[config.mk]
export PLATFORM = sky130hd
export DESIGN_NAME = countdown_4b
export DESIGN_NICKNAME = d
export VERILOG_FILES = /design/src/rtl/countdown_4b.sv
export SDC_FILE = /design/constraint.sdc
export NUM_CORES = 1
export LEC_CHECK = 0
export CELL_PAD_IN_SITES_DETAIL_PLACEMENT = 0
export CELL_PAD_IN_SITES_GLOBAL_PLACEMENT = 1
export CORE_MARGIN = 4
export CORE_UTILIZATION = 33
export DETAILED_ROUTE_END_ITERATION = 6
export HOLD_SLACK_MARGIN = 0.03
export PLACE_DENSITY_LB_ADDON = 0.15
export SKIP_LAST_GASP = 1
export SLEW_MARGIN = 10
export SYNTH_ARGS = -nofsm -noshare
export SYNTH_HDL_FRONTEND = slang
export SYNTH_SLANG_ARGS = --single-unit
[constraint.sdc]
create_clock -name clk -period 1.85 [get_ports clk]
set_input_delay 0.37 -clock clk [delete_from_list [all_inputs] [get_ports clk]]
set_output_delay 0.37 -clock clk [all_outputs]
set_load 0.02 [all_outputs]
[src/rtl/countdown_4b.sv]
// countdown_4b: loadable down-counter with pause, one-shot / auto-reload
// operation and a registered one-cycle terminal-count pulse.
module countdown_4b #(
  parameter int WIDTH = 4
) (
  input  logic             clk,
  input  logic             reset,
  input  logic             enable,
  input  logic             load,
  input  logic [WIDTH-1:0] load_value,
  input  logic             auto_reload,
  output logic [WIDTH-1:0] count,
  output logic             tc,
  output logic             busy,
  output logic             done,
  output logic             paused
);

  typedef enum logic [1:0] {
    IDLE  = 2'd0,
    RUN   = 2'd1,
    PAUSE = 2'd2,
    DONE  = 2'd3
  } state_t;

  state_t           state;
  logic [WIDTH-1:0] reload;

  // State, count, reload register and tc pulse; priority is reset, load, enable.
  always_ff @(posedge clk) begin
    if (reset) begin
      state  <= IDLE;
      count  <= '0;
      reload <= '0;
      tc     <= 1'b0;
    end else begin
      tc <= 1'b0;
      if (load) begin
        count  <= load_value;
        reload <= load_value;
        state  <= (load_value != '0) ? RUN : IDLE;
      end else begin
        unique case (state)
          RUN, PAUSE: begin
            if (enable) begin
              if (count > WIDTH'(1)) begin
                count <= count - WIDTH'(1);
                state <= RUN;
              end else if (count == WIDTH'(1)) begin
                tc <= 1'b1;
                if (auto_reload) begin
                  count <= reload;
                  state <= RUN;
                end else begin
                  count <= '0;
                  state <= DONE;
                end
              end else begin
                // count of 0 while running cannot arise from load; park safely
                count <= '0;
                state <= IDLE;
              end
            end else begin
              state <= PAUSE;
            end
          end
          IDLE, DONE: begin
            state <= state;
          end
          default: begin
            state <= IDLE;
          end
        endcase
      end
    end
  end

  // Status flags decoded from the registered state only.
  always_comb begin
    busy   = (state == RUN) || (state == PAUSE);
    done   = (state == DONE);
    paused = (state == PAUSE);
  end

endmodule

[After elaboration in Yosys (flattened, before gate mapping)]
Index checks and enable logic that the tools add are counted.
Cells by class
  add/sub/neg operators: 1
  $lt $le $gt $ge: 1
  mux-type cells: 14
  reduce and logical (&&, ||, !) cells: 9
  bitwise logic cells: 2
  eq/ne operators: 5
Operator list (number)
  4-bit 2-to-1 mux: 6
  2-bit 2-to-1 mux: 6
  5-bit OR reduction: 1
  2-bit == test (second input constant): 2
  4-bit by 1-bit == test with 1-bit output (second input constant): 1
  4-bit by 1-bit greater-than comparator with 1-bit output (second input constant): 1
  2-bit nonzero test: 2
  4-bit nonzero test: 1
  2-bit OR reduction: 2
  4-bit by 1-bit subtractor with 4-bit output (second input constant): 1
  2-bit by 1-bit == test with 1-bit output (second input constant): 1
  2-bit zero test: 1
  1-bit 2-to-1 mux: 2
  2-bit inequality test (second input constant): 1
  1-bit inverter: 2
  2-bit AND reduction: 1
  1-bit logical OR: 1
Storage, ports and cells
  word-level logic and storage cells: 36
  input bits: 9
  output and inout port bits: 8
  flip-flop bits (word level): 11

[Logic depth before layout (Yosys ltp)]
  depth after elaboration: 6
  mapped depth: 5
  gate-level depth less buffers: 5

[Worst setup path after synthesis]
OpenSTA, ideal clock, no wires.
  path kind: register -> register
  start: register state[0]
  end: register count[2]
  path buffers: 0
  arrival time: 1455 ps
  setup time: 74 ps
  clock period less this slack: 1529 ps
  data required time: 1776 ps
  setup slack: 321 ps
  cell stages (with the launch flop): 6
  cells stage by stage: dfxtp_1 inv_1 ha_1 or3b_4 a221o_1 a31oi_1
On the way
  cells in the longest elaborated chain, start to end: 4
  elaborated cells on any way between the ends: 5
  classes of those cells: eq/ne (2); reduce/logical (3)
RTL lines
  start, declared: RTL line 26  | state_t state;
  start signal, assigned: RTL line 41  | state <= (load_value != '0) ? RUN : IDLE;
  start signal, assigned: RTL line 68  | state <= state;
  2-bit == test or 2-bit by 1-bit == test with 1-bit output (tied branches): RTL line 43  | unique case (state)
  2-bit OR reduction *: RTL line 43
  2-bit nonzero test (no source line) *
  2-bit AND reduction (no source line) *
  end signal, assigned: RTL line 39  | count <= load_value;
  end signal, assigned: RTL line 47  | count <= count - WIDTH'(1);
  end signal, assigned: RTL line 52  | count <= reload;
  end, declared: RTL line 12  | output logic [WIDTH-1:0] count,
Mark *: on every way between the ends. The rest lies on a longest branch, timed or not.
A chain may end at the register's enable or synchronous reset.

[Worst setup path after layout]
  start: register count[2]
  end: output port count[2]
No word-level cell between the ends.

==> flow_summary_export.csv <==
group,metric,value,unit
run_status,status,"complete, no violations",
power,internal_power,0.000429,W
yosys,synth_simple_gate_area_share,22.9,%
power,leakage,0.353,nW
global_routing,grt_busiest_layer,"met2",
yosys,yosys.area_share.adder,8.10,%
floorplanning,ioPinCount,17,
min_path,hp-start,"reload[2]",
yosys,synth.top_cell.area_share,35.6,%
final_layout,area_growth,38.9,%
setup_path,crit_chain,"clkdlybuf4s50_1",
floorplanning,die_h,51.3,um
global_routing,grt_max_degree,13,
power,pwr-share-clk,26.1,%
global_routing,first_global_vias,583,
setup_path,startpoint,"count[2]",
final_layout,n_antenna_cell,0,
yosys,synth_flop_cell,"dfxtp_1",
timing,setup_viol,0,
drt,drtPass1Iterations,4,
timing,drv_slew,0,
power,seqPwrFrac,43.8,%
yosys,yosys.area.top_type,"dfxtp_1",
job,cap_violations,0,
final_layout,drive_gt1_share,10.0,%
timing,hold_violations,0,
yosys,syn_inst,69,
yosys,yosys-top-cells-count,"dfxtp_1, inv_1, ha_1, nor2_1, nor3_1",
yosys,synth_cell_type_count,34,
global_routing,globalRouteTotalUtil,13.3,%
final_layout,seq_area,220,um^2
final_layout,nFillCells,174,
clocking,numCtsBuffers,3,
yosys,syn_nets,82,
drt,num_vias,607,
global_routing,met1_usage,16.6,%
yosys,ys_seq_area_share,35.6,%
yosys,synth-seq-cells,11,
setup_path,cp_slowest_cell,"clkdlybuf4s50_1",
setup_path,endpoint_kind,"primary output",
drt,final_antenna_net_count,0,
global_routing,grt-ovfl-total,0,
power,p_comb_share,30.1,%
power,powerDensity,723,nW/um^2
clocking,ctsHtreeMaxLevel,1,
yosys,synthMuxAreaShare,4.86,%
timing,slew_headroom,69.5,%
setup_path,r2r-start,"state[0]",
yosys,synth_xor_area_share,0,%
setup_path,worstSetupPathType,"flop to primary output",
final_layout,final_nets,104,
timing,period_needed,1.77,ns
placed_design,hpwl,1160,um
yosys,synth_enable_flop_cells,0,
timing,finalCritPeriodShare,95.7,%
timing,worst_pin_slew,0.456,ns
global_routing,grt_first_pass_wirelength,2640,um
timing,finClkSkew,0.00670,ns
power,ir_drop,357,uV
floorplanning,dieArea,2630,um^2
floorplanning,die_x,51.3,um
setup_path,crit_fanout,9,
setup_path,arrival,1.40,ns
floorplanning,start_util,35.4,%
yosys,yosysWarnings,0,
clocking,cts_root_buf,"clkbuf_4",
yosys,synth_top_family_by_area,"compound AO/OA/AOI/OAI gates",
drt,drt_iter0_drc,10,
clocking,cts.sinks,11,
clocking,tritoncts,"built",
placed_design,placed_area,823,um^2
setup_path,startpoint_type,"flop",
power,switchingPower,0.000191,W
setup_path,crit_buf_inv,1,
global_routing,gr-usage-met3,2.92,%
drt,drc_errors,0,
setup_path,critical_path_required,1.48,ns
global_routing,antenna_found_initial,0,
drt,drt-wirelength-per-cell,12.9,um
clocking,clockBufferDepth,2,
yosys,synth_compound_area_share,22.9,%
min_path,hp-class,"flop to flop",
setup_path,slowest_delay,0.66,ns
yosys,yosysMostFrequentCell,"dfxtp_1",
setup_path,critPathTopFamily,"buffers and inverters",
timing,fmaxAchievable,0.565,GHz
final_layout,multi_input_area,369,um^2
yosys,avgSynthCellArea,8.96,um^2
clocking,clk_pin_slew,0.07,ns
yosys,async_flop_share,0,%
floorplanning,rows,15,
power,power_switching_share,30.9,%
global_routing,grtUsageMet2,21.5,%
yosys,synth_area_leaders,"dfxtp_1, ha_1, mux2i_1",
yosys,syn_area,618,um^2
drt,drt_wl_total,1480,um
timing,timing.setup.tns,0,ns
final_layout,final_area,858,um^2
placed_design,place_congestion,0.793,
setup_path,reg2reg_slack,0.11,ns
drt,avgViaCountPerCell,5.28,
timing,grt_setup_unrepaired,"no",
placed_design,io_buffers,16,
floorplanning,core,1750,um^2
clocking,insertion_delay,0.26,ns
[registers in the layout, summed over array words and instances, names as in the netlist]
name and count:
reload 4, tc 1, count 4, state 2
[area by class of cell]
cell class,count,share of cell area (%)
clock buffer,4,3.06
inverter,7,3.06
multi-input combinational,49,43.0
sequential,11,25.7
tap,25,3.64
timing repair buffer,19,21.6
[final timing paths]
| path | endpoint | depth (start not counted) |
|---|---|---|
| worst max-delay path | count[2] | 1 |
| worst min register to register | reload[2] | 2 |
| worst min-delay path | reload[2] | 2 |
| worst max register to register | count[2] | 6 |
[metal layers]
metal	vias to the layer above	wire length (um)
li1	305	-
met1	286	697
met2	14	697
met3	2	73
met4	0	10
met5	-	0
[stage by stage]
step	power (W)	utilization (%)	worst slack [ns]	hold WS [ns]	cells
final	0.000620	49.2	0.0804	0.479	115
after global routing	0.000666	49.2	0.0120	0.535	115
after CTS	0.000625	48.6	0.0614	0.478	115
after detailed placement	0.000465	47.2	0.103	0.467	111
after global placement	0.000465	47.2	0.115	0.463	111
after floorplan	0.000386	-	0.321	0.445	69
[timing repair]
item | 4_1_cts | 5_1_grt
pin swaps | 0 | 0
setup buffers | 0 | 0
endpoints found under the setup margin | 1 | 3
hold buffers | 0 | 0
gates resized for setup | 1 | 3
[power groups by stage]
stage / sequential (W) / clock [W] / combinational [W]
floorplan: 0.000286 / 0 / 0.0000996
global placement: 0.000277 / 0 / 0.000188
detailed placement: 0.000277 / 0 / 0.000187
CTS: 0.000272 / 0.000167 / 0.000186
global route: 0.000275 / 0.000182 / 0.000208
finish: 0.000272 / 0.000162 / 0.000187
[kinds of logic (layout without fill, tap and decap cells)]
logic type | after synthesis | after routing
and+or+nand+nor | 23 | 23
AOI/OAI and AO/OA | 19 | 19
DFF | 11 | 11
buffers and inverters | 9 | 30
adders and majority gates | 4 | 4
muxes | 3 | 3
[cell usage in the layout (no fill, tap or decap), types with 2 or more instances in the layout]
cell type / Yosys / layout
a211oi_1: 2 / 2
a21oi_1: 3 / 3
a32oi_1: 2 / 2
buf_4: 0 / 3
clkbuf_4: 0 / 3
clkdlybuf4s50_1: 0 / 14
dfxtp_1: 11 / 11
ha_1: 4 / 4
inv_1: 6 / 6
mux2i_1: 3 / 3
nand2_1: 2 / 2
nand2b_1: 2 / 2
nand3_1: 2 / 2
nor2_1: 4 / 4
nor3_1: 4 / 4
o211ai_1: 2 / 2
No activity file was read; power rests on OpenSTA's default activity.
